<file path="config.mk">
export PLATFORM = sky130hd
export DESIGN_NAME = lsu_mem_master
export DESIGN_NICKNAME = d
export VERILOG_FILES = /design/src/rtl/lsu_pkg.sv /design/src/rtl/lsu_lane.sv /design/src/rtl/lsu_mem_master.sv
export SDC_FILE = /design/constraint.sdc
export NUM_CORES = 1
export LEC_CHECK = 0
export CAP_MARGIN = 20
export CORE_MARGIN = 4
export CORE_UTILIZATION = 40
export DETAILED_ROUTE_END_ITERATION = 10
export PLACE_DENSITY = 0.7
export SYNTH_ARGS = -nofsm -noshare
export SYNTH_HDL_FRONTEND = slang
export SYNTH_SLANG_ARGS = --single-unit
</file>
<file path="constraint.sdc">
create_clock -name clk -period 5.74 [get_ports clk]
set_input_delay 1.435 -clock clk [delete_from_list [all_inputs] [get_ports clk]]
set_output_delay 1.435 -clock clk [all_outputs]
set_load 0.01 [all_outputs]
</file>
<file path="src/rtl/lsu_pkg.sv">
// Shared encodings for the load/store unit: request opcodes and master FSM states.
package lsu_pkg;

  typedef enum logic [2:0] {
    LSU_LW  = 3'd0,
    LSU_LH  = 3'd1,
    LSU_LHU = 3'd2,
    LSU_LB  = 3'd3,
    LSU_LBU = 3'd4,
    LSU_SW  = 3'd5,
    LSU_SH  = 3'd6,
    LSU_SB  = 3'd7
  } lsu_op_e;

  typedef enum logic [1:0] {
    IDLE   = 2'd0,
    ACCESS = 2'd1,
    WRITE  = 2'd2,
    RESP   = 2'd3
  } lsu_state_e;

endpackage

</file>
<file path="src/rtl/lsu_lane.sv">
// Byte/halfword lane logic: extract+extend for loads, merge for sub-word stores.
// Purely combinational; no latency, no flow control.
module lsu_lane
  import lsu_pkg::*;
(
  input  logic [2:0]  op,
  input  logic [1:0]  addr,
  input  logic [31:0] word,
  input  logic [15:0] wdata,
  output logic [31:0] load_data,
  output logic [31:0] merged_word
);

  logic [7:0]  byte_v;
  logic [15:0] half_v;

  always_comb begin
    byte_v      = word[{addr, 3'b000} +: 8];
    half_v      = addr[1] ? word[31:16] : word[15:0];
    load_data   = word;
    merged_word = word;
    case (lsu_op_e'(op))
      LSU_LB:  load_data = {{24{byte_v[7]}}, byte_v};
      LSU_LBU: load_data = {24'h0, byte_v};
      LSU_LH:  load_data = {{16{half_v[15]}}, half_v};
      LSU_LHU: load_data = {16'h0, half_v};
      LSU_SB:  merged_word[{addr, 3'b000} +: 8] = wdata[7:0];
      LSU_SH:  merged_word[{addr[1], 4'b0000} +: 16] = wdata[15:0];
      default: ;
    endcase
  end

endmodule

</file>
<file path="src/rtl/lsu_mem_master.sv">
// Load/store initiator between MEM stage and word-wide data memory; latency 2 (load/SW), 3 (SH/SB), 1 (error).
// One request in flight; req_ready only in IDLE, response held until rsp_ready.
module lsu_mem_master
  import lsu_pkg::*;
#(
  parameter int DEPTH_WORDS = 3072,
  parameter int ADDR_HI     = 13
) (
  input  logic                clk,
  input  logic                reset,
  input  logic                req_valid,
  output logic                req_ready,
  input  logic [2:0]          req_op,
  input  logic [31:0]         req_addr,
  input  logic [31:0]         req_wdata,
  input  logic [31:0]         req_pc,
  output logic                rsp_valid,
  input  logic                rsp_ready,
  output logic [31:0]         rsp_data,
  output logic                rsp_err,
  output logic [ADDR_HI-2:0]  mem_addr,
  output logic                mem_we,
  output logic [31:0]         mem_wd,
  output logic [31:0]         mem_pc,
  input  logic [31:0]         mem_rd
);

  lsu_state_e        state_q, state_d;
  lsu_op_e           op_q;
  logic [ADDR_HI:0]  addr_q;
  logic [31:0]       wdata_q, pc_q, word_q, rsp_data_q;
  logic              rsp_err_q;
  logic              accept, req_err, op_is_load;
  logic [31:0]       lane_word, load_data, merged_word;

  assign accept = req_valid && req_ready;

  always_comb begin
    req_err = 1'b0;
    case (lsu_op_e'(req_op))
      LSU_LW, LSU_SW:          req_err = (req_addr[1:0] != 2'b00);
      LSU_LH, LSU_LHU, LSU_SH: req_err = req_addr[0];
      LSU_LB, LSU_LBU, LSU_SB: req_err = 1'b0;
      default:                 req_err = 1'b1;
    endcase
    if (req_addr[31:ADDR_HI+1] != '0) req_err = 1'b1;
    if (32'(req_addr[ADDR_HI:2]) >= 32'(DEPTH_WORDS)) req_err = 1'b1;
  end

  always_comb begin
    op_is_load = 1'b0;
    case (op_q)
      LSU_LW, LSU_LH, LSU_LHU, LSU_LB, LSU_LBU: op_is_load = 1'b1;
      default:                                  op_is_load = 1'b0;
    endcase
  end

  // The merge pass reuses the lane unit on the word captured during ACCESS.
  assign lane_word = (state_q == WRITE) ? word_q : mem_rd;

  lsu_lane u_lane (
    .op          (op_q),
    .addr        (addr_q[1:0]),
    .word        (lane_word),
    .wdata       (wdata_q[15:0]),
    .load_data   (load_data),
    .merged_word (merged_word)
  );

  always_ff @(posedge clk or negedge reset) begin
    if (!reset) begin
      state_q    <= IDLE;
      op_q       <= LSU_LW;
      addr_q     <= '0;
      wdata_q    <= '0;
      pc_q       <= '0;
      word_q     <= '0;
      rsp_data_q <= '0;
      rsp_err_q  <= 1'b0;
    end else begin
      state_q <= state_d;
      if (accept) begin
        op_q       <= lsu_op_e'(req_op);
        addr_q     <= req_addr[ADDR_HI:0];
        wdata_q    <= req_wdata;
        pc_q       <= req_pc;
        rsp_data_q <= '0;
        rsp_err_q  <= req_err;
      end
      if (state_q == ACCESS) begin
        word_q <= mem_rd;
        if (op_is_load) rsp_data_q <= load_data;
      end
    end
  end

  always_comb begin
    state_d   = state_q;
    mem_we    = 1'b0;
    mem_wd    = '0;
    req_ready = (state_q == IDLE);
    rsp_valid = (state_q == RESP);
    case (state_q)
      IDLE: begin
        if (accept) state_d = req_err ? RESP : ACCESS;
      end
      ACCESS: begin
        if (op_q == LSU_SW) begin
          mem_we  = 1'b1;
          mem_wd  = wdata_q;
          state_d = RESP;
        end else if (op_q == LSU_SH || op_q == LSU_SB) begin
          state_d = WRITE;
        end else begin
          state_d = RESP;
        end
      end
      WRITE: begin
        mem_we  = 1'b1;
        mem_wd  = merged_word;
        state_d = RESP;
      end
      RESP: begin
        if (rsp_ready) state_d = IDLE;
      end
      default: state_d = IDLE;
    endcase
  end

  assign mem_addr = addr_q[ADDR_HI:2];
  assign mem_pc   = pc_q;
  assign rsp_data = rsp_data_q;
  assign rsp_err  = rsp_err_q;

endmodule

</file>
# Yosys cells after proc, flatten, opt, wreduce, memory -nomap -nowiden
# Cells that the tools add are included.
[word_totals]
reg_bits = 148
in_bits = 135
output_inout_bits = 112
wordCells = 70
[op_classes]
addsub = 2
order_cmp = 1
eq_ne = 19
n_shift = 5
n_mux = 23
n_reduce_logical = 12
[op_table]
columns = ["op", "n"]
rows = [
  ["$mux 32", 5],
  ["$pmux 32 s2", 2],
  ["$pmux 32 s4", 1],
  ["$bwmux 32", 2],
  ["$shift 16x7->32 const A", 1],
  ["$shift 8x7->32 const A", 1],
  ["$shiftx 16x7->32", 1],
  ["$shiftx 32x6->8", 1],
  ["$shiftx 8x7->32", 1],
  ["$eq 3x3->1 const B", 8],
  ["$reduce_bool 18->1", 1],
  ["$mux 16", 1],
  ["$neg 5->7", 2],
  ["$eq 3x2->1 const B", 4],
  ["$ge 12x12->1 const B", 1],
  ["$pmux 2 s4", 1],
  ["$eq 3x1->1 const B", 2],
  ["$logic_not 3->1", 2],
  ["$mux 1", 6],
  ["$mux 2", 3],
  ["$reduce_or 3->1", 2],
  ["$reduce_or 5->1", 1],
  ["$eq 2x2->1 const B", 2],
  ["$ne 2x1->1 const B", 2],
  ["9 further kinds", 9],
]

# Logic depth before layout (Yosys ltp)
# Gate-level depths: netlist of run 1.
[logic_depth]
depth_word = 8
ltp_mapped = 9
mapped_depth_nobuf = 6

# Modules after synthesis
# A second synthesis of run 1 with hierarchy kept.
[hier_totals]
hier_cells = 768
hier_area_um2 = 8495.6
[modules_own_cells]
columns = ["mod", "instances", "cells_per_inst", "area_each_um2", "seq_area_each_um2"]
rows = [
  ["lsu_mem_master", 1, 545, 6897.9, 3703.6],
  ["lsu_lane", 1, 223, 1597.8, 0.0],
]

# Worst setup path after synthesis of run 1
# Ideal clock, no wire load.
[synth_timing]
path_type = "register to output"
from = "register addr_q[1]"
to = "output port mem_wd[25]"
arrival_time_ns = 2.344
required_time_ns = 4.305
setup_slack_ns = 1.961
stages_incl_launch_ff = 9
path_cell_list = "dfrtp_1 -> buf_2 -> clkinv_1 -> clkbuf_1 -> ha_1 -> nand4b_1 -> o311ai_0 -> a22oi_1 -> o21ai_0"
[synth_via]
elab_chain_len = 5
[synth_lines]
columns = ["item", "line", "text"]
rows = [
  ["start, declared", "lsu_mem_master.sv:30", "logic [ADDR_HI:0] addr_q;"],
  ["start signal, assigned", "lsu_mem_master.sv:84", "addr_q <= req_addr[ADDR_HI:0];"],
  ["$neg 5->7 (on tied branches)", "lsu_lane.sv:28, lsu_lane.sv:27", ""],
  ["$shiftx 16x7->32 (tied with other cells)", "lsu_lane.sv:28", "LSU_SH: merged_word[{addr[1], 4'b0000} +: 16] = wdata[15:0];"],
  ["$bwmux 32 (on tied branches)", "lsu_lane.sv:28, lsu_lane.sv:27", ""],
  ["$pmux 32 s2 (*)", "lsu_lane.sv:22", "case (lsu_op_e'(op))"],
  ["$pmux 32 s2 (*)", "lsu_mem_master.sv:103", "case (state_q)"],
  ["end, declared", "lsu_mem_master.sv:23", "output logic [31:0] mem_wd,"],
]
# Mark *: on every way between the ends. The rest lies on a longest branch, timed or not.

# Worst setup path in the final report of run 1
[layout_timing]
from = "register addr_q[0]"
to = "output port mem_wd[5]"
[layout_via]
elab_chain_len = 5
[layout_lines]
columns = ["item", "line", "text"]
rows = [
  ["$neg 5->7 (*)", "lsu_lane.sv:27", "LSU_SB: merged_word[{addr, 3'b000} +: 8] = wdata[7:0];"],
  ["$shiftx 8x7->32 or $shift 8x7->32 (tied branches)", "lsu_lane.sv:27", ""],
  ["$bwmux 32 (*)", "lsu_lane.sv:27", ""],
  ["$pmux 32 s2 (*)", "lsu_lane.sv:22", ""],
  ["$pmux 32 s2 (*)", "lsu_mem_master.sv:103", ""],
]
# Marks and branches as above.

==> key figures, run 1 <==
Status
  – Outcome: finished clean

Synthesis
  – Netlist Area Pre-Place: 8095 µm²
  – Post-Syn Area per Cell: about 11 µm²
  – Number of distinct library cells after synthesis: a little under 60
  – Yosys Warn Count: 0
  – Net count after synthesis: 868
  – Count of flip-flops with a built-in enable after synthesis: 0
  – Top flip-flop cell by instance count after synthesis: sky130_fd_sc_hd__dfrtp_1
  – Post-synthesis register bit count: 148
  – Gate count of the mapped netlist: 724
  – Proportion of synthesized chip area in sequential cells: 45.75%
  – Proportion of synthesized flip-flops having asynchronous set or reset: 100.0%

Timing
  – Rel. slew slack: 32.93%
  – Highest achievable clock rate: between 150 and 200 MHz
  – Final-report hold violation count: 0
  – TNS Setup: 0 ns
  – Time the final worst path needs with I/O delays and setup: 5.167 ns
  – Max-slew violation count: 0
  – Min setup slack post-route: 0.5733 ns
  – Period Utilization, post-route: 90.01%
  – Final setup viols: 0
  – Slew at the pin closest to its max-slew limit: 1.002 ns
  – Post-route clock skew: between 0.01 and 0.015 ns
  – RSZ-0062 raised after global routing: no

Critical path
  – Worst Setup End Kind: primary output
  – Worst reg2reg setup slack: around 2.9 ns
  – Required time of the worst setup path: around 4.3 ns
  – CP Data Arrival Time: between 3 and 4 ns
  – Startpoint of the worst setup timing path: addr_q[0]
  – Type of origin of the critical path: flop
  – Crit-path max FO: 23
  – Setup CP Type: reg -> out
  – Reg2reg path depth: 5
  – Launch instance of the worst register-to-register path: op_q[0]
  – Critical R2R Capture: rsp_data[29]
  – Crit path capture: mem_wd[5]

Floorplanning
  – Horiz. Die Dim: 150.3 µm
  – Effective utilization at floorplan: 41.19%
  – DIE AREA: 22580 µm²
  – Height of the die: 150.3 µm
  – Row cnt: 51
  – Std-Cell Core Area: between 15000 and 20000 µm²
  – Number of I/O pins: 247

Route
  – Number of DRC markers in iteration 0: 834
  – Final wirelength: 27.02 mm
  – Average wire length per cell after detail routing: ~22 µm
  – Total via count in the routed design: slightly below 7000
  – Pre-antenna DRT Iters: 7
  – Routed vias/inst: approximately 5.7
  – Antenna Violating Nets Remaining: 0
  – Number of remaining DRC errors: 0

Clock network
  – Cts hold-fix bufs: 0
  – Post-CTS Setup Repair Bufs: 0
  – Clock buffers created by TritonCTS: 17
  – Clock sink total: 148
  – Worst-Skew Late Latency: 0.43 ns
  – Clock-pin slew of the registers on the worst-case setup and hold paths: 0.06 ns
  – Resize count post-CTS: 0
  – Max H-tree Level: 4
  – CTS Root Buffer Type: sky130_fd_sc_hd__clkbuf_16
  – Clock Path Buffers: 2
  – TritonCTS clock tree: built

Placed design
  – Setup Slack @ Placement: 1.030 ns
  – Final weighted congestion in routability-driven placement: 0.8854
  – Number of I/O port buffers: 246
  – Detailed-placement wirelength estimate: 20.31 mm
  – Post-placement cell area: roughly 11000 µm²

Job
  – Max-capacitance violation count: 0

Power
  – Overall power consumption: approximately 0.0066 W
  – Power density of the placed cells: 584.9 nW/µm²
  – Static power due to leakage: 4.420 nW
  – Worst IR drop on VDD: 0.0003214 V

Global route
  – Number of global-route vias before repair: between 6000 and 7000
  – Residual overflow from global routing: 0
  – Antenna violations before repair: 0
  – Global router's overall resource usage: 23.65%
  – Pin count of the biggest net entering global routing: 64
  – Wire length of the first global-routing pass: approximately 40 mm

Min path
  – Hold Crit Class: reg -> reg

Layout
  – Fraction of layout cells with a size suffix above 1: between 15 and 20%
  – Core occupancy in the finished layout: 57.18%
  – Number of antenna cells inserted: 0
  – Filler Cells Inserted: 1735
  – Final nets: approximately 1100
  – Area growth from synthesis to final layout: 38.83%
  – Final instance area: 11240 µm²
[metal layers]
layer / up-vias / routed length (µm) / GRT usage (%)
li1: 3173 / - / -
met1: 3403 / 10750 / 30.47
met2: 351 / 13270 / 39.11
met3: 29 / 2447 / 6.592
met4: 0 / 551 / 6.679
met5: - / 0 / 0
[stage by stage]
stage                     hold slack, ns  instances
after floorplan                   0.4805        724
after global placement            0.4883       1183
after detailed placement          0.4952       1183
after CTS                         0.5082       1215
after global routing              0.5180       1215
final                             0.5064       1215
[synthesized netlist by cell type (11+ instances only)]
cell type                  count  area share [%]
sky130_fd_sc_hd__dfrtp_1     148              46
sky130_fd_sc_hd__mux2_2      111              15
sky130_fd_sc_hd__nand2_1      46             2.1
sky130_fd_sc_hd__o21ai_0      31             1.9
sky130_fd_sc_hd__clkbuf_1     28             1.3
sky130_fd_sc_hd__mux2i_1      26             3.2
sky130_fd_sc_hd__a22oi_1      23             2.1
sky130_fd_sc_hd__a221o_1      21             2.6
sky130_fd_sc_hd__nor2_1       21            0.97
sky130_fd_sc_hd__o211ai_1     21             1.9
sky130_fd_sc_hd__inv_1        20            0.93
sky130_fd_sc_hd__nand3_1      18             1.1
sky130_fd_sc_hd__nor2b_1      18             1.4
sky130_fd_sc_hd__buf_2        17             1.1
sky130_fd_sc_hd__buf_4        17             1.6
sky130_fd_sc_hd__nand2b_1     12            0.93
sky130_fd_sc_hd__a311o_1      11             1.4
[power breakdown]
group	leakage [nW]	total (W)	internal, W	switching, W
Clock	0.285	0.00112	0.000658	0.000466
Combinational	2.34	0.00339	0.00172	0.00167
Sequential	1.80	0.00206	0.00155	0.000505
[critical path, stage by stage, from the launching register on]
cell and delay [ns]:
sky130_fd_sc_hd__dfrtp_1 0.78, sky130_fd_sc_hd__inv_1 0.26, sky130_fd_sc_hd__ha_1 0.40, sky130_fd_sc_hd__nor4bb_1 0.29, sky130_fd_sc_hd__o21ai_1 0.11, sky130_fd_sc_hd__o21bai_1 0.64
sky130_fd_sc_hd__a22o_1 0.27, sky130_fd_sc_hd__clkdlybuf4s50_1 0.55
[placed cells by master, fill, tap and decap left out, drive strengths merged, types with 11 or more instances in the layout]
cell type / Yosys / layout
clkdlybuf4s50: 0 / 245
dfrtp: 148 / 148
mux2: 111 / 111
nand2: 46 / 46
o21ai: 38 / 38
mux2i: 27 / 27
inv: 20 / 25
a22oi: 23 / 23
nor2: 21 / 21
a221o: 21 / 21
o211ai: 21 / 21
nand3: 19 / 19
clkbuf: 28 / 19
nor2b: 18 / 18
buf: 37 / 14
nand2b: 12 / 12
a21oi: 12 / 12
a311o: 11 / 11
[cells by family (layout without fill, tap and decap cells)]
logic type / count (synthesis) / in the layout / synth area share [%]
compound gates: 193 / 193 / 18.25
flops: 148 / 148 / 45.75
simple gates: 147 / 147 / 9.691
mux: 140 / 140 / 19.49
buf+inv: 86 / 312 / 5.224
fa+ha+maj: 9 / 9 / 1.391
xor+xnor: 1 / 1 / 0.2010
[how the worst min path moves through the flow]
stage                     from    endpoint  slack, ns  cells after the start
finish               addr_q[3]   addr_q[3]       0.51                      1
floorplan           word_q[10]  word_q[10]       0.48                      1
global placement    word_q[13]  word_q[13]       0.49                      1
global route         word_q[9]   word_q[9]       0.52                      1
CTS                  addr_q[3]   addr_q[3]       0.51                      1
detailed placement  word_q[11]  word_q[11]       0.50                      1
[state kept, by name (all words and copies together), names as in the netlist]
register	cells
rsp_data	32
addr_q	14
word_q	32
op_q	3
rsp_err	1
state_q	2
mem_pc	32
wdata_q	32
[final cells by class]
class,count,area [µm²],share of cell area (%)
tap,265,331.6,2.950
sequential,148,3704,32.95
timing repair buffer,259,2561,22.79
multi-input combinational,490,3974,35.36
inverter,21,78.83,0.7014
clock buffer,19,442.9,3.941
clock inverter,13,146.4,1.303
Note: power is estimated with default switching activity, not from simulation.
==> run 2: changes to the inputs <==
CTS_BUF_LIST = sky130_fd_sc_hd__clkbuf_16   (was not set)
==> run 2 against run 1 <==
Routed wire length barely moved. Clock power barely moved. Total power down 0.28%. Final area about the same. Flip-flop and latch count stayed put. Clock-buffer cell count decreased by 2.
==> key figures, run 2 (synthesized netlist as in run 1, its figures left out) <==
Floorplanning
  – Effective utilization at floorplan: 41.19%
  – Number of I/O pins: 247
  – DIE AREA: 22580 µm²
  – Std-Cell Core Area: 19650 µm²
  – Horiz. Die Dim: 150.3 µm
  – Height of the die: about 150 µm
  – Row cnt: 51

Timing
  – Highest achievable clock rate: 193.4 MHz
  – Rel. slew slack: 32.50%
  – RSZ-0062 raised after global routing: no
  – Final-report hold violation count: 0
  – Final setup viols: 0
  – Post-route clock skew: 0.008365 ns
  – Slew at the pin closest to its max-slew limit: 1.009 ns
  – Max-slew violation count: 0
  – Time the final worst path needs with I/O delays and setup: 5.170 ns
  – TNS Setup: 0 ns
  – Period Utilization, post-route: 90.07%

Critical path
  – Reg2reg path depth: 5
  – Critical R2R Capture: rsp_data[29]
  – Worst reg2reg setup slack: slightly below 3 ns
  – Crit-path max FO: 23
  – Startpoint of the worst setup timing path: addr_q[0]
  – Worst Setup End Kind: primary output
  – Required time of the worst setup path: 4.30 ns
  – CP Data Arrival Time: 3.74 ns
  – Type of origin of the critical path: flop
  – Setup CP Type: reg -> out
  – Launch instance of the worst register-to-register path: op_q[0]

Clock network
  – Resize count post-CTS: 0
  – Clock sink total: 148
  – Max H-tree Level: 4
  – Post-CTS Setup Repair Bufs: 0
  – TritonCTS clock tree: built
  – Clock Path Buffers: 2
  – CTS Root Buffer Type: sky130_fd_sc_hd__clkbuf_16
  – Clock buffers created by TritonCTS: 17
  – Clock-pin slew of the registers on the worst-case setup and hold paths: 0.06 ns
  – Cts hold-fix bufs: 0
  – Worst-Skew Late Latency: 0.42 ns

Placed design
  – Final weighted congestion in routability-driven placement: 0.8854
  – Number of I/O port buffers: 246
  – Detailed-placement wirelength estimate: just over 20 mm

Min path
  – Hold path cells: 1
  – HP Start: word_q[14]
  – Hold Crit Class: reg -> reg
  – Hold Crit Endpoint: word_q[14]

Power
  – Net Sw Power: about 0.0026 W
  – Part of the total power dissipated in sequential elements: 31.3%
  – Design internal power: slightly below 0.004 W
  – Switching part of the total power: around two fifths
  – Worst IR drop on VDD: 0.0003216 V
  – Power density of the placed cells: 583.7 nW/µm²
  – Static power due to leakage: between 4 and 5 nW
  – Combinational cell fraction of total power: 51.7%
  – Clock network fraction of total power: 16.9%

Route
  – Antenna Violating Nets Remaining: 0
  – Number of remaining DRC errors: 0
  – Final wirelength: approximately 27 mm
  – Pre-antenna DRT Iters: 6
  – Routed vias/inst: 5.717
  – Total via count in the routed design: roughly 6900
  – Average wire length per cell after detail routing: ~22 µm
  – Number of DRC markers in iteration 0: 858

Layout
  – Total area of multi-input combinational cells: 3974 µm²
  – Top library cells by usage in the layout, fill and taps aside: 245 x sky130_fd_sc_hd__clkdlybuf4s50_1, 148 x sky130_fd_sc_hd__dfrtp_1, 111 x sky130_fd_sc_hd__mux2_2
  – Filler Cells Inserted: ~1700
  – Number of antenna cells inserted: 0
  – Fraction of layout cells with a size suffix above 1: between 10% and 20%
  – Most common cell after layout, fill and taps aside: sky130_fd_sc_hd__clkdlybuf4s50_1
  – Reg area: 3704 µm²
  – Core occupancy in the finished layout: between 50% and 60%
  – Final nets: about 1100
  – Area growth from synthesis to final layout: 38.70%

Status
  – Outcome: finished clean

Global route
  – Number of global-route vias before repair: 6857
  – Pin count of the biggest net entering global routing: 64
  – Antenna violations before repair: 0
  – Wire length of the first global-routing pass: 40.65 mm
  – Residual overflow from global routing: 0
  – Global router's overall resource usage: 23.64%

Job
  – Max-capacitance violation count: 0
-- run 2: changes by cell type in the layout (fill, tap and decap cells not counted), sizes merged --
cell / change
clkinv: +1
clkbuf: -2
inv: +1
-- run 2: per-stage QoR --
stage / power, W / hold slack [ns] / std cells / area, µm² / worst slack [ns]
2_1_floorplan: 0.004080 / 0.4805 / 724 / 8095 / 1.961
3_3_place_gp: 0.005362 / 0.4883 / 1183 / 10650 / 1.068
3_5_place_dp: 0.005422 / 0.4952 / 1183 / 10650 / 1.030
4_1_cts: 0.006552 / 0.5082 / 1215 / 11230 / 0.6392
5_1_grt: 0.006931 / 0.5180 / 1215 / 11230 / 0.4121
6_report: 0.006554 / 0.5060 / 1215 / 11230 / 0.5698
-- run 2: per-layer routing --
metal  part of all wire, %  GRT usage [%]  vias to the layer above  wire [µm]
li1                      -              -                     3165          -
met1                    40          30.39                     3388      10690
met2                    49          39.16                      360      13220
met3                   9.3          6.592                       33       2504
met4                   2.2          6.679                        0        602
met5                     0              0                        -          0
-- run 2: worst max path at each step --
stage                     cells after the start          to  slack [ns]
final                                         7   mem_wd[5]        0.57
after global routing                          7   mem_wd[5]        0.41
after CTS                                     7   mem_wd[5]        0.64
after detailed placement                      5  mem_wd[12]        1.03
after global placement                        5  mem_wd[12]        1.07
after floorplan                               8  mem_wd[25]        1.96
-- run 2: layout make-up --
| type | instances | area share [%] |
|---|---|---|
| clock buffers | 17 | 3.789 |
| clock inverters | 15 | 1.371 |
| inverters | 21 | 0.7020 |
| multi-input cells | 490 | 35.39 |
| flip-flops and latches | 148 | 32.98 |
| well taps | 265 | 2.953 |
| repair buffers | 259 | 22.81 |
-- run 2: worst max-delay path: stages (launching register included) --
cell,delay [ns]
sky130_fd_sc_hd__dfrtp_1,0.78
sky130_fd_sc_hd__inv_1,0.26
sky130_fd_sc_hd__ha_1,0.40
sky130_fd_sc_hd__nor4bb_1,0.30
sky130_fd_sc_hd__o21ai_1,0.12
sky130_fd_sc_hd__o21bai_1,0.64
sky130_fd_sc_hd__a22o_1,0.27
sky130_fd_sc_hd__clkdlybuf4s50_1,0.55
-- run 2: power by group through the flow --
stage	clock network [W]	logic [W]	registers (W)
after global routing	0.00117	0.00365	0.00212
final	0.00111	0.00339	0.00205
after global placement	0	0.00333	0.00204
after detailed placement	0	0.00337	0.00206
after CTS	0.00112	0.00339	0.00204
after floorplan	0	0.00216	0.00192
==> run 3: changes to the inputs <==
CORE_MARGIN = not set   (was 4)
SETUP_SLACK_MARGIN = 0.1   (was not set)
==> run 3 against run 2 <==
Die area down 7.8%. Critical path depth did not move. Utilization grew 0.15 points. Hold slack gained 0.0023 ns. Routed wire length fell by 1.3%. Register-to-register slack better by 0.31 ns. Cell count grew 0.25%. Clock-buffer cell count unchanged. Via count is 1.3% higher. Sequential power barely moved. Critical path type unchanged. Final area rose by 0.26%. Critical endpoint is now mem_wd[4]. Worst setup slack got worse by 0.095 ns.
==> key figures, run 3 (synthesized netlist as in run 1, its figures left out) <==
Global route
  – Most used routing layer: met2
  – Pin count of the biggest net entering global routing: 89
  – Residual overflow from global routing: 0
  – Global router's overall resource usage: between 20% and 30%
  – Grt met3 use: 7.351%
  – Met1 usage in global routing: 32.93%
  – Antenna violations before repair: 0
  – Wire length of the first global-routing pass: 40.18 mm
  – Number of global-route vias before repair: ~7000
  – M2 GR Usage: 43.50%

Floorplanning
  – Horiz. Die Dim: between 100 and 150 µm
  – Number of I/O pins: 247
  – Height of the die: 144.3 µm
  – Row cnt: 51
  – Effective utilization at floorplan: around two fifths
  – DIE AREA: 20810 µm²
  – Std-Cell Core Area: a little under 20000 µm²

Layout
  – Fraction of layout cells with a size suffix above 1: 18.26%
  – Most common cell after layout, fill and taps aside: sky130_fd_sc_hd__clkdlybuf4s50_1
  – Final nets: roughly 1100
  – Final instance area: 11260 µm²
  – Area growth from synthesis to final layout: 39.06%
  – Number of antenna cells inserted: 0
  – Filler Cells Inserted: 1729
  – Top library cells by usage in the layout, fill and taps aside: 245 x sky130_fd_sc_hd__clkdlybuf4s50_1, 148 x sky130_fd_sc_hd__dfrtp_1, 111 x sky130_fd_sc_hd__mux2_2
  – Non-filler instance count after layout: 1218
  – Core occupancy in the finished layout: a little under three fifths

Placed design
  – Final weighted congestion in routability-driven placement: 0.8603
  – Number of I/O port buffers: 246
  – Post-placement cell area: 10660 µm²
  – Detailed-placement wirelength estimate: 19.36 mm
  – Count of placed standard cells including taps: 1185

Critical path
  – Worst Setup End Kind: primary output
  – Type of origin of the critical path: flop
  – CP Data Arrival Time: approximately 3.8 ns
  – Setup CP Type: reg -> out
  – Required time of the worst setup path: 4.30 ns
  – Crit-path max FO: 23

Timing
  – Post-route clock skew: 0.01153 ns
  – RSZ-0062 raised after global routing: no
  – Highest achievable clock rate: around 190 MHz
  – Max-slew violation count: 0
  – Final setup viols: 0
  – Final-report hold violation count: 0
  – TNS Setup: 0 ns
  – Slew at the pin closest to its max-slew limit: approximately 0.94 ns
  – Time the final worst path needs with I/O delays and setup: 5.265 ns
  – Period Utilization, post-route: between 90% and 100%
  – Rel. slew slack: 37.24%

Route
  – Pre-antenna DRT Iters: 7
  – Number of DRC markers in iteration 0: between 600 and 700
  – Routed vias/inst: 5.778
  – Antenna Violating Nets Remaining: 0
  – Final wirelength: 26.67 mm
  – Number of remaining DRC errors: 0
  – Total via count in the routed design: 7038
  – Average wire length per cell after detail routing: 21.89 µm

Power
  – Static power due to leakage: 4.435 nW
  – Overall power consumption: about 0.0066 W
  – Worst IR drop on VDD: just under 0.0003 V
  – Power density of the placed cells: 586.5 nW/µm²

Clock network
  – Worst-Skew Late Latency: 0.43 ns
  – Resize count post-CTS: 0
  – Clock buffers created by TritonCTS: 17
  – Clock Path Buffers: 2
  – Post-CTS Setup Repair Bufs: 0
  – Clock-pin slew of the registers on the worst-case setup and hold paths: 0.07 ns
  – Clock sink total: 148
  – CTS Root Buffer Type: sky130_fd_sc_hd__clkbuf_16
  – Max H-tree Level: 4
  – Cts hold-fix bufs: 0
  – TritonCTS clock tree: built

Job
  – Max-capacitance violation count: 0

Status
  – Outcome: finished clean

Min path
  – Hold Crit Class: reg -> reg
## run 3: routing by layer
layer	wire, µm	up-vias	part of all wire, %
met2	12890	367	48
met1	10780	3450	40
li1	-	3179	-
met4	663	0	2.5
met5	0	-	0
met3	2324	42	8.7
## run 3: stage by stage
stage                     setup slack, ns  hold slack, ns
after CTS                          0.6147          0.5106
after floorplan                     1.961          0.4805
after global placement              1.078          0.4889
after detailed placement            1.052          0.4942
final                              0.4749          0.5082
after global routing               0.3821          0.5183
## run 3: cell type report
class	instances	area, µm²	share of cell area, %
Clock inverter	15	153.9	1.367
Clock buffer	17	425.4	3.779
Multi-Input combinational cell	490	3974	35.30
Tap cell	265	331.6	2.945
Inverter	21	78.83	0.7002
Sequential cell	148	3704	32.90
Timing Repair Buffer	262	2590	23.01
## run 3: path summary, 6_finish.rpt
path / end / cells after the start / from / slack (ns)
setup / recovery: mem_wd[4] / 7 / addr_q[0] / 0.47
hold / removal: word_q[14] / 1 / word_q[14] / 0.51
min in group asynchronous: word_q[11] / 1 / reset / 1.07
hold reg to reg: word_q[14] / 1 / word_q[14] / 0.51
setup reg to reg: wdata_q[14] / 5 / state_q[0] / 3.21
max in group asynchronous: state_q[0] / 2 / reset / 3.63
## run 3: report_power, final
part / internal [W] / switching [W] / total [W]
Sequential: 0.00155 / 0.000491 / 0.00204
Combinational: 0.00173 / 0.00170 / 0.00344
Clock: 0.000616 / 0.000507 / 0.00112
Total: 0.00390 / 0.00270 / 0.00660
## run 3: worst max-delay path, stage by stage, from the launching register on
cell and delay [ns]:
sky130_fd_sc_hd__dfrtp_1 0.77, sky130_fd_sc_hd__inv_1 0.25, sky130_fd_sc_hd__ha_1 0.40, sky130_fd_sc_hd__nor4bb_1 0.31, sky130_fd_sc_hd__o21ai_1 0.12, sky130_fd_sc_hd__o21bai_1 0.77, sky130_fd_sc_hd__a22o_1 0.25, sky130_fd_sc_hd__clkdlybuf4s50_1 0.54
==> variant: new RTL, flow settings as in run 1 <==
The parameter `ADDR_HI` goes from 13 to 12.
--- a/src/rtl/lsu_mem_master.sv
+++ b/src/rtl/lsu_mem_master.sv
@@ -5,5 +5,5 @@
 #(
   parameter int DEPTH_WORDS = 3072,
-  parameter int ADDR_HI     = 13
+  parameter int ADDR_HI     = 12
 ) (
   input  logic                clk,
Ports: changed (resized mem_addr); port bits go from 247 to 246. The function was not compared with the original's and may differ.
==> variant against run 1 <==
Worst setup slack improved by 0.45 ns; synthesized area fell by 6.9%; design area is 4.7% lower; power is 4.8% lower; wire length shrank 10%; critical path depth shrank 2; first-iteration DRC count shrank 38%; sequential cell count fell by 1.
==> variant: results (changes against run 1) <==
status: "complete, no violations"  # unchanged
skew_ns: 0.00998  # was 0.0109 ns
syn-num-nets: 767  # was 868
nonClockBufferCount: 254  # was 259
wl_met1_um: 9870  # was 10,800 um
synthDistinctLibCells: 54  # was 58
vias: 6214  # was 6,956
ys_seq_area_share_pct: 48.8  # was 45.7%
grt_use_met3_pct: 8.04  # was 6.59%
worst_r2r_path_depth: 4  # was 5
routabilityCongestion: 0.923  # was 0.885
timing_worst_slew_pin_value_ns: 1.08  # was 1.00 ns
total_leakage_power_uw: 0.00435  # was 0.00442 uW
comb_power_uw: 3060  # was 3390 uW
drt_iter0_drc: 517  # was 834
final-clk-cell-share_pct: 5.53  # was 5.24%
syn_avg_cell_area_sq_um: 12.1  # was 11.2 sq um
multi_input_gates: 417  # was 490
synthTopCellsByCount: "dfrtp_1 (147), mux2_2 (144), nand2_1 (42)"  # was dfrtp_1 (148), mux2_2 (111), nand2_1 (46)
numPortBuffers: 245  # was 246
dp_hpwl_um: 18400  # was 20,300 um
clock_buffers: 20  # was 19
peakVddDrop_v: 0.000281  # was 0.000321 V
grt_max_degree: 109  # was 64
path_max_fanout: 27  # was 23
cp_slowest_stage_delay_ns: 0.87  # was 0.78 ns
use_met2_pct: 36.1  # was 39.1%
seqCellArea_sq_um: 3680  # was 3700 sq um
crit_start: "op_q[0]$_DFFE_PN0P_"  # was addr_q[0]$_DFFE_PN0P_
track_usage_pct: 22.7  # was 23.6%
p_int_uw: 3880  # was 3930 uW
synth.area.top_cells: "dfrtp_1 (49%), mux2_2 (22%), a221o_1 (2.9%)"  # was dfrtp_1 (46%), mux2_2 (15%), mux2i_1 (3.2%)
combPwrFrac_pct: 49.0  # was 51.6%
met1_usage_pct: 27.9  # was 30.5%
wl_met2_um: 11200  # was 13,300 um
grt_pass1_wl_um: 37600  # was 40,700 um
routedWlPerCell_um: 22.3  # was 22.2 um
inverters: 7  # was 21
cp_data_arrival_time_ns: 3.28  # was 3.73 ns
n_sequential_cell: 147  # was 148
multi_input_area_share_pct: 33.3  # was 35.4%
## variant: worst paths after layout
kind | end | slack, ns
max in group asynchronous | rsp_data[5]$_DFF_PN0_ | 3.62
setup / recovery | mem_wd[24] | 1.03
setup reg to reg | rsp_data[8]$_DFF_PN0_ | 3.11
min in group asynchronous | word_q[8]$_DFFE_PN0P_ | 0.83
hold / removal | mem_pc[10]$_DFFE_PN0P_ | 0.50
hold reg to reg | mem_pc[10]$_DFFE_PN0P_ | 0.50
## variant: logic make-up after synthesis
kind of cell	Yosys count	share of synthesized area, %
flip-flops	147	48.8
buffers and inverters	59	3.98
adder cells (fa/ha/maj)	9	1.49
AO/OA/AOI/OAI	134	13.6
AND/OR/NAND/NOR	109	7.50
XOR/XNOR	2	0.332
multiplexers	163	24.3
## variant: worst max-delay path, delay by kind of cell (launching register included)
family                 cells  cell delay, ns
buffers and inverters      1            0.61
and+or+nand+nor            2            0.89
AOI/OAI and AO/OA          2            0.50
DFF                        1            0.87
